### config.mk
export PLATFORM = sky130hd
export DESIGN_NAME = uart_rx_ctrl
export DESIGN_NICKNAME = d
export VERILOG_FILES = /design/src/rtl/uart_rx_ctrl.sv
export SDC_FILE = /design/constraint.sdc
export NUM_CORES = 1
export LEC_CHECK = 0
export ABC_AREA = 1
export CELL_PAD_IN_SITES_DETAIL_PLACEMENT = 2
export CELL_PAD_IN_SITES_GLOBAL_PLACEMENT = 2
export CORE_UTILIZATION = 33
export DETAILED_ROUTE_END_ITERATION = 6
export PLACE_DENSITY = 0.86
export SLEW_MARGIN = 40
export SYNTH_ARGS = -nofsm -noshare
export SYNTH_HDL_FRONTEND = slang
export SYNTH_SLANG_ARGS = --single-unit
### constraint.sdc
create_clock -name clk -period 3.7 [get_ports clk]
set_input_delay 1.11 -clock clk [delete_from_list [all_inputs] [get_ports clk]]
set_output_delay 1.11 -clock clk [all_outputs]
set_load 0.02 [all_outputs]
### src/rtl/uart_rx_ctrl.sv
// UART receive frame sequencer: counts oversample edges and bits through start/data/parity/stop,
// and drives the sampler, deserializer and checker enables plus the frame-valid strobe.
module uart_rx_ctrl #(
  parameter int DATA_SIZE = 8,
  parameter int PRESC_W   = 6
) (
  input  logic               clk,
  input  logic               rst,
  input  logic               RX_IN,
  input  logic               PAR_EN,
  input  logic [PRESC_W-1:0] prescale,
  input  logic               strt_glitch,
  input  logic               par_err,
  input  logic               stp_err,
  output logic [PRESC_W-1:0] edge_cnt,
  output logic [3:0]         bit_cnt,
  output logic               dat_samp_en,
  output logic               strt_chk_en,
  output logic               deser_en,
  output logic               par_check_en,
  output logic               stp_chk_en,
  output logic               data_valid
);

  typedef enum logic [2:0] {
    S_IDLE,
    S_START,
    S_DATA,
    S_PARITY,
    S_STOP,
    S_DONE
  } state_e;

  localparam logic [3:0] LAST_DATA_BIT = 4'(DATA_SIZE);

  state_e             state_q, state_d;
  logic [PRESC_W-1:0] edge_q, edge_d;
  logic [PRESC_W-1:0] presc_q, presc_d;
  logic [3:0]         bit_q, bit_d;
  logic               par_en_q, par_en_d;
  logic               perr_q, perr_d;
  logic               serr_q, serr_d;
  logic [PRESC_W-1:0] chk_q, chk_d;
  logic               bit_end, err_capture;
  logic               samp_q, strt_chk_q, deser_q, par_chk_q, stp_chk_q, valid_q;

  // The sampler's majority vote settles two edges past mid-bit.
  assign chk_q       = (presc_q >> 1) + PRESC_W'(2);
  assign chk_d       = (presc_d >> 1) + PRESC_W'(2);
  assign bit_end     = (edge_q == presc_q - PRESC_W'(1));
  assign err_capture = (edge_q == chk_q + PRESC_W'(1));

  always_comb begin
    // NOTE: every next-state signal is defaulted first so no path through the case infers a latch.
    state_d  = state_q;
    edge_d   = edge_q;
    bit_d    = bit_q;
    presc_d  = presc_q;
    par_en_d = par_en_q;
    perr_d   = perr_q;
    serr_d   = serr_q;
    case (state_q)
      S_IDLE, S_DONE: begin
        edge_d = '0;
        bit_d  = '0;
        perr_d = 1'b0;
        serr_d = 1'b0;
        if (!RX_IN) begin
          state_d  = S_START;
          presc_d  = prescale;
          par_en_d = PAR_EN;
        end else begin
          state_d = S_IDLE;
        end
      end
      default: begin
        edge_d = bit_end ? '0 : edge_q + PRESC_W'(1);
        bit_d  = bit_end ? bit_q + 4'd1 : bit_q;
        case (state_q)
          S_START: begin
            if (bit_end) begin
              if (strt_glitch) begin
                state_d = S_IDLE;
                bit_d   = '0;
              end else begin
                state_d = S_DATA;
              end
            end
          end
          S_DATA: begin
            if (bit_end && bit_q == LAST_DATA_BIT) state_d = par_en_q ? S_PARITY : S_STOP;
          end
          S_PARITY: begin
            if (err_capture) perr_d = perr_q | par_err;
            if (bit_end) state_d = S_STOP;
          end
          S_STOP: begin
            if (err_capture) serr_d = serr_q | stp_err;
            if (bit_end) state_d = S_DONE;
          end
          default: ;
        endcase
      end
    endcase
  end

  // Enables are registered from next-state values so each lands in the cycle its condition names.
  always_ff @(posedge clk or negedge rst) begin
    if (!rst) begin
      state_q    <= S_IDLE;
      edge_q     <= '0;
      bit_q      <= '0;
      presc_q    <= '0;
      par_en_q   <= 1'b0;
      perr_q     <= 1'b0;
      serr_q     <= 1'b0;
      samp_q     <= 1'b0;
      strt_chk_q <= 1'b0;
      deser_q    <= 1'b0;
      par_chk_q  <= 1'b0;
      stp_chk_q  <= 1'b0;
      valid_q    <= 1'b0;
    end else begin
      // NOTE: non-blocking assignments so every register sees the pre-edge values of the others.
      state_q    <= state_d;
      edge_q     <= edge_d;
      bit_q      <= bit_d;
      presc_q    <= presc_d;
      par_en_q   <= par_en_d;
      perr_q     <= perr_d;
      serr_q     <= serr_d;
      samp_q     <= (state_d != S_IDLE);
      strt_chk_q <= (state_d == S_START) && (edge_d == chk_d);
      deser_q    <= (state_d == S_DATA) && (edge_d == chk_d);
      par_chk_q  <= ((state_d == S_PARITY) || (state_d == S_STOP)) && par_en_d;
      stp_chk_q  <= (state_d == S_STOP) && (edge_d == chk_d);
      valid_q    <= (state_d == S_DONE) && !(perr_d || serr_d);
    end
  end

  assign edge_cnt     = edge_q;
  assign bit_cnt      = bit_q;
  assign dat_samp_en  = samp_q;
  assign strt_chk_en  = strt_chk_q;
  assign deser_en     = deser_q;
  assign par_check_en = par_chk_q;
  assign stp_chk_en   = stp_chk_q;
  assign data_valid   = valid_q;

endmodule

# Yosys cells after proc, flatten, opt, wreduce, memory -nomap -nowiden
# Cells that the tools add are included.
# W data, S select, Z words.
[word_totals] regBits=28 word_cells=76
[op_classes] eq_ne=14 bitwise_logic=3 add_sub_neg=6 n_reduce_logical=13 muxes=26
[op_table] operator="$mux W6" n=4
[op_table] operator="$mux W4" n=5
[op_table] operator="$eq A6 B6 Y1" n=3
[op_table] operator="$mux W3" n=6
[op_table] operator="$add A5 B2 Y6 const B" n=2
[op_table] operator="$add A6 B1 Y6 const B" n=2
[op_table] operator="$eq A3 B2 Y1 const B" n=4
[op_table] operator="$eq A3 B3 Y1 const B" n=4
[op_table] operator="$pmux W3 S4" n=1
[op_table] operator="$mux W1" n=9
[op_table] operator="$eq A3 B1 Y1 const B" n=2
[op_table] operator="$logic_and A1 B1 Y1" n=6
[op_table] operator="$sub A6 B1 Y6 const B" n=1
[op_table] operator="$add A4 B1 Y4 const B" n=1
[op_table] operator="$eq A4 B4 Y1 const B" n=1
[op_table] operator="$logic_not A3 Y1" n=1
[op_table] operator="$reduce_bool A3 Y1" n=1
[op_table] operator="$logic_or A1 B1 Y1" n=2
[op_table] operator="$mux W2" n=1
[op_table] operator="$or A1 B1 Y1" n=2
[op_table] operator="$reduce_and A2 Y1" n=1
[op_table] operator="$reduce_or A2 Y1" n=1
[op_table] operator="$logic_not A1 Y1" n=1
[op_table] operator="$not A1 Y1" n=1

# Logic depth before layout (Yosys ltp)
# Gate-level depths: netlist of run 1.
[logic_depth] ltp_word=9 mapped_depth=19

# Least setup slack after synthesis of run 1
# OpenSTA, ideal clock, no wires.
[synth_path] path_kind="input-to-reg" from="input RX_IN" to="register deser_q (netlist: deser_en)" cell_stages=12 setup_ps=72 setup_slack_ps=1180 t_arrival_ps=2448 path_cell_list="inv_1 nand2_2 buf_6 nand2_2 nand2_2 ha_1 or2_2 nand2_1 xor2_1 nor2_1 nand3_2 nor2_1"
[synth_between] elab_chain_len=5
[synth_rtl] item="start, declared" line_no="9" source="input logic RX_IN,"
[synth_rtl] item="$mux W6" line_no="68" source="if (!RX_IN) begin"
[synth_rtl] item="$mux W6" line_no="62" source="case (state_q)"
[synth_rtl] item="via presc_d[3]" line_no="38" source="logic [PRESC_W-1:0] presc_q, presc_d;"
[synth_rtl] item="$add A5 B2 Y6" line_no="49" source="assign chk_d = (presc_d >> 1) + PRESC_W'(2);"
[synth_rtl] item="$eq A6 B6 Y1" line_no="134" source="deser_q <= (state_d == S_DATA) && (edge_d == chk_d);"
[synth_rtl] item="$logic_and A1 B1 Y1" line_no="134"
[synth_rtl] item="end signal, assigned" line_no="134"
[synth_rtl] item="end, declared" line_no="45" source="logic samp_q, strt_chk_q, deser_q, par_chk_q, stp_chk_q, valid_q;"
# The timed path passes the listed nets, and every way through them passes these cells.
# A chain may end at the register's enable or synchronous reset.

# Final worst setup path of run 1
[layout_path] from="input RX_IN" to="register strt_chk_q (netlist: strt_chk_en)"
[layout_between] elab_chain_len=5
[layout_rtl] item="$mux W6" line_no="68"
[layout_rtl] item="$mux W6" line_no="62"
[layout_rtl] item="via presc_d[2]" line_no="38"
[layout_rtl] item="$add A5 B2 Y6" line_no="49"
[layout_rtl] item="$eq A6 B6 Y1" line_no="133" source="strt_chk_q <= (state_d == S_START) && (edge_d == chk_d);"
[layout_rtl] item="$logic_and A1 B1 Y1" line_no="133"
[layout_rtl] item="end signal, assigned" line_no="133"
[layout_rtl] item="end, declared" line_no="45"
# The timed path passes the listed nets, and every way through them passes these cells.

==> results of run 1 <==
routing by layer:
layer  wire length [um]  up-vias
met1               2670      894
met3                 66        5
met4                 65        0
li1                   -      885
met2               2940       18
met5                  0        -
cells in the mapped netlist, drive strengths merged (2+ instances only):
master	instances	area, um2
xor2	13	114
nor2	41	189
nand3	23	138
inv	41	154
buf	2	22.5
a21oi	6	33.8
nand2	82	345
nor3	3	15.0
nand4	6	37.5
ha	6	75.1
xnor2	5	43.8
o21ai	7	35.0
dfrtp	28	701
through the flow:
step | utilization (%) | hold slack (ns) | instances | instance area [um2] | setup WS (ns)
2_1_floorplan | - | 0.489 | 267 | 1930 | 1.18
3_3_place_gp | 41.0 | 0.507 | 366 | 2280 | 0.565
3_5_place_dp | 41.0 | 0.542 | 366 | 2280 | 0.430
4_1_cts | 42.2 | 0.558 | 370 | 2350 | 0.725
5_1_grt | 42.2 | 0.572 | 370 | 2350 | 0.551
6_report | 42.2 | 0.553 | 370 | 2350 | 0.753
sequential cells by signal, indices dropped and copies added, names as in the netlist:
name          flops
par_check_en      1
serr_q            1
strt_chk_en       1
bit_cnt           4
par_en_q          1
state_q           3
edge_cnt          6
perr_q            1
data_valid        1
deser_en          1
presc_q           6
stp_chk_en        1
dat_samp_en       1
power by group through the flow:
stage | registers, mW | logic [mW] | clock network [mW]
after floorplan | 0.539 | 0.998 | 0
after global placement | 0.534 | 1.33 | 0
after detailed placement | 0.543 | 1.40 | 0
after CTS | 0.540 | 1.41 | 0.252
after global routing | 0.558 | 1.58 | 0.261
final | 0.541 | 1.39 | 0.246
critical path, stage by stage:
cell             delay [ns]
clkdlybuf4s50_1        0.39
inv_1                  0.14
nand2_2                0.21
nand2_1                0.12
nand2_1                0.14
ha_1                   0.26
or2_2                  0.29
nand2_1                0.08
xor2_1                 0.07
nor2_1                 0.13
nand3_2                0.12
nor2_1                 0.11
layout by cell type, fill, tap and decap left out, types with 7 or more instances in the layout:
master           Yosys  layout
dfrtp_1             28      28
nor2_1              33      33
inv_1               31      31
xor2_1              13      13
nand3_1             20      20
nand2_1             69      69
nand2_2             12      12
o21ai_0              7       7
inv_2               10      10
clkdlybuf4s50_1      0      28
logic make-up after synthesis:
kind of cell               count (synthesis)  synth area share, %
buffers and inverters                     44                 9.34
adders and majority gates                  6                 3.89
DFF                                       28                 36.3
and+or+nand+nor                          157                 38.3
AOI/OAI and AO/OA                         14                 3.96
xor gates and xnor gates                  18                 8.18
cell type report:
cell class / count / area [um2]
Timing Repair Buffer: 29 / 288
Clock inverter: 1 / 30.0
Inverter: 42 / 158
Sequential cell: 28 / 701
Multi-Input combinational cell: 195 / 1050
Tap cell: 72 / 90.1
Clock buffer: 3 / 41.3
Fill cell: 677 / 3220
worst paths after layout:
path / start / end / cells past startpoint
setup reg to reg: state_q[0]$_DFF_PN0_ / strt_chk_en$_DFF_PN0_ / 14
max in group asynchronous: rst / state_q[2]$_DFF_PN0_ / 2
min in group asynchronous: rst / par_en_q$_DFF_PN0_ / 2
setup / recovery: RX_IN / strt_chk_en$_DFF_PN0_ / 12
hold reg to reg: perr_q$_DFF_PN0_ / perr_q$_DFF_PN0_ / 2
hold / removal: perr_q$_DFF_PN0_ / perr_q$_DFF_PN0_ / 2
==> results.toml, run 1 <==
[setup_path]
start_kind = "primary input"
ff2ff_setup_slack_ns = 1.19
worstPathRequired_ns = 3.93
cp_max_fo = 12
crit_arrival_ns = 3.17
crit_path_end_kind = "register"
crit_type = "in -> reg"

[power]
p_per_area_nw_per_um2 = 923
power_frac_seq_pct = 24.9
cellLeakagePower_nw = 1.18
finalPower_mw = 2.17
switchingPower_mw = 1.15
power.internal_mw = 1.02
ir_worst_vdd_uv = 356
pwr-share-comb_pct = 63.8
p_sw_share_pct = 52.9
clkPwrFrac_pct = 11.3

[logic_synthesis]
async_flop_share_pct = 100
synth_area_um2 = 1930
synth_ff_type = "dfrtp_1"
syn_inst = 267
yosys.cell_types.count = 25
synth_enable_flop_cells = 0
ys_warn_count = 0
ys_seq_elements = 28
syn_avg_cell_area_um2 = 7.22
ys_seq_area_share_pct = 36.3
syn_nets = 286

[route]
wl_per_cell_um = 15.5
vias = 1802
vias_per_cell = 4.87
antenna_left = 0
drc_errors = 0
drt_iter0_drc = 42
totalWireLength_mm = 5.74
drt_first_pass_iters = 4

[floorplanning]
die_w_um = 78.4
ios = 29
core_area_um2 = 5570
rows = 27
initial_utilization_pct = 34.6
die_h_um = 78.4
die_area_um2 = 6150

[timing]
layout_min_cycle_time_ns = 2.95
slew_headroom_pct = 71.9
hold_viol_final = 0
finClkSkew_ns = 0.0115
grt_setup_unrepaired = "false"
fmax_mhz = 339
setup_tns_ns = 0
setup_viol = 0
min_period_over_period_pct = 79.6
report.final.slew_viol_count = 0
tightest_slew_ns = 0.417

[layout]
nets = 318
drive_above_1_share_pct = 13.8
area_delta_synth_final_pct = 22.1
diodes = 0

[global_routing]
grt_usage_pct = 21.3
antenna_found_initial = 0
top_usage_layer = "met2"
grt_remaining_overflow = 0
globalRouteMet1Util_pct = 27.3
grt_pass1_vias = 1999
grt_max_degree = 29
use_met3_pct = 1.74
gr-usage-met2_pct = 38.6
grt_pass1_wl_mm = 10.1

[clock_tree]
cts_made_buffers = 3
cts_resized = 0
cts_buffer_depth = 2
root_buffer = "clkbuf_8"
cts-hold-fix-buffers = 0
clkSinkCount = 28
clk_pin_slew_ns = 0.10
clkLatencyLatePin_ns = 0.29
htree_levels = 1
cts_tree = "done"
post-cts-setup-buffers = 0

[placement]
io_buffers = 28
place_congestion = 0.834
dp.final_hpwl_mm = 4.72

[run]
cap_violations = 0

[min_path]
hold_class = "reg -> reg"

[status]
status = "completed"
Note: power is estimated with default switching activity, not from simulation.
==> run 2: changes to the inputs <==
--- a/config.mk
+++ b/config.mk
@@ -8,9 +8,9 @@
 export ABC_AREA = 1
 export CELL_PAD_IN_SITES_DETAIL_PLACEMENT = 2
 export CELL_PAD_IN_SITES_GLOBAL_PLACEMENT = 2
-export CORE_UTILIZATION = 33
+export CORE_UTILIZATION = 27
 export DETAILED_ROUTE_END_ITERATION = 6
-export PLACE_DENSITY = 0.86
+export PLACE_DENSITY = 0.76
 export SLEW_MARGIN = 40
 export SYNTH_ARGS = -nofsm -noshare
 export SYNTH_HDL_FRONTEND = slang
==> constraint.sdc (replaced) <==
create_clock -name clk -period 2.55 [get_ports clk]
set_input_delay 0.765 -clock clk [delete_from_list [all_inputs] [get_ports clk]]
set_output_delay 0.765 -clock clk [all_outputs]
set_load 0.02 [all_outputs]
==> run 2 against run 1 <==
Core utilization decreased by 6.0 points. Clock skew decreased by 0.0030 ns. Register-to-register slack got worse by 0.97 ns. Die area increased by 22%. Largest cell class unchanged. Cell count increased by 9.5%. Total power increased by 51%. Critical path type unchanged. Critical endpoint is now deser_en$_DFF_PN0_. Setup slack got worse by 0.56 ns. Sequential power increased by 43%.
==> results.toml, run 2 (same netlist as run 1, synthesis figures left out) <==
[setup_path]
crit_top_cell = "nand2_1"
crit_path_cell_trace = "clkdlybuf4s50_1, inv_1, nand2_2, nand2_1, nand2_1, ha_1, or2_2, nand2_1, xor2_1, nor2_1, nand3_2, nor2_1"
crit_arrival_ns = 2.58
crit_family = "simple AND/OR/NAND/NOR gates"
crit_type = "in -> reg"
worstPathRequired_ns = 2.77
crit_slowest_cell = "clkdlybuf4s50_1"
path_buf_inv = 2
critical-path-max-stage-delay_ns = 0.40
crit_path_end_kind = "register"
cp_max_fo = 5
start_kind = "primary input"

[layout]
seqCellArea_um2 = 701
design_area_um2 = 2470
diodes = 0
mostFrequentLayoutCell = "nand2_1"
layout_common_cells = "nand2_1 (68), nor2_1 (31), inv_1 (29)"
area_delta_synth_final_pct = 28.3
drive_above_1_share_pct = 18.8
fill_cells = 837
nets = 329
multi_input_area_um2 = 1070
finalNonFillerCells = 405
final_core_util_pct = 36.2

[clock_tree]
htree_levels = 1
root_buffer = "clkbuf_8"
clk_pin_slew_ns = 0.10
clkSinkCount = 28
cts_made_buffers = 3
cts_buffer_depth = 2
cts_tree = "done"
clkLatencyLatePin_ns = 0.28

[route]
drt_first_pass_iters = 4
totalWireLength_mm = 5.99
drt_iter0_drc = 39
vias_per_cell = 4.51
drc_errors = 0
wl_per_cell_um = 14.8
antenna_left = 0
vias = 1826

[timing]
tightest_slew_ns = 0.652
layout_min_cycle_time_ns = 2.36
hold_viol_final = 0
slew_headroom_pct = 56.0
setup_viol = 0
finClkSkew_ns = 0.00851
report.final.slew_viol_count = 0
grt_setup_unrepaired = "true"
fmax_mhz = 424
min_period_over_period_pct = 92.5

[global_routing]
antenna_found_initial = 0
grt_pass1_wl_mm = 10.1
grt_usage_pct = 17.5
grt_max_degree = 29
grt_pass1_vias = 1995
grt_remaining_overflow = 0

[placement]
io_buffers = 28
dp_cells = 396
dp.final_hpwl_mm = 4.79
place_area_um2 = 2360
place_congestion = 0.839

[min_path]
hold_class = "reg -> reg"

[floorplanning]
die_h_um = 86.5
initial_utilization_pct = 28.2
die_w_um = 86.5
die_area_um2 = 7480
core_area_um2 = 6830
rows = 30
ios = 29

[power]
ir_worst_vdd_uv = 450
p_per_area_nw_per_um2 = 1330
cellLeakagePower_nw = 1.22
finalPower_mw = 3.29

[run]
cap_violations = 0

[status]
status = "completed"
==> run 2: changes by cell type in the layout (fill, tap and decap cells not counted), moves of 2 or more <==
cell / before / now
inv_2: 10 / 12
buf_4: 1 / 12
nor2_2: 5 / 7
nor2_1: 33 / 31
inv_1: 31 / 29
==> run 2: routing by layer <==
| layer | share of wire (%) | GRT usage [%] |
|---|---|---|
| met5 | 0 | 0 |
| met3 | 0.98 | 1.43 |
| met1 | 48 | 23.4 |
| met2 | 50 | 30.5 |
| met4 | 0.90 | 4.55 |
==> run 2: layout make-up <==
class	instances	share of cell area [%]
flip-flops and latches	28	28.3
clock buffers	4	2.23
multi-input cells	195	43.2
repair buffers	40	15.0
inverters	42	6.37
well taps	96	4.86
==> run 2: path summary, 6_finish.rpt <==
check	cells after the start	from	to	slack (ns)
max in group asynchronous	2	rst	strt_chk_en$_DFF_PN0_	1.39
min in group asynchronous	2	rst	edge_cnt[2]$_DFF_PN0_	0.88
max	12	RX_IN	deser_en$_DFF_PN0_	0.19
min reg2reg	2	perr_q$_DFF_PN0_	perr_q$_DFF_PN0_	0.55
min	2	perr_q$_DFF_PN0_	perr_q$_DFF_PN0_	0.55
max reg2reg	17	presc_q[2]$_DFF_PN0_	data_valid$_DFF_PN0_	0.22
==> run 2: power by group <==
group          leakage, nW  internal, mW  switching [mW]
clock               0.0288         0.138           0.145
combinational        0.835         0.813            1.41
sequential           0.361         0.588           0.188
==> run 2: timing repair <==
action                     CTS  global route
buffers inserted             0             5
hold buffers                 0             0
setup endpoints to repair    0             7
resized for setup            0             8
==> run 2: worst reg2reg max path, cell delays in order, from the launching register on <==
cell     delay, ns
dfrtp_1       0.41
inv_2         0.10
ha_2          0.21
inv_1         0.05
nor2_2        0.09
nand2_1       0.09
nand2_1       0.09
nand2_2       0.07
nor2_4        0.12
nand3_4       0.15
buf_4         0.18
inv_2         0.06
nand2_1       0.05
nand3_1       0.08
inv_1         0.09
a21oi_4       0.18
nand4_1       0.13
nor2_1        0.11
==> run 2: through the flow <==
stage | setup TNS [ns] | setup WS, ns | hold slack, ns
after floorplan | 0 | 0.375 | 0.469
after global placement | -0.0603 | -0.0241 | 0.509
after detailed placement | -0.328 | -0.119 | 0.538
after CTS | 0 | 0.0135 | 0.553
after global routing | -0.0339 | -0.0277 | 0.580
final | 0 | 0.191 | 0.549
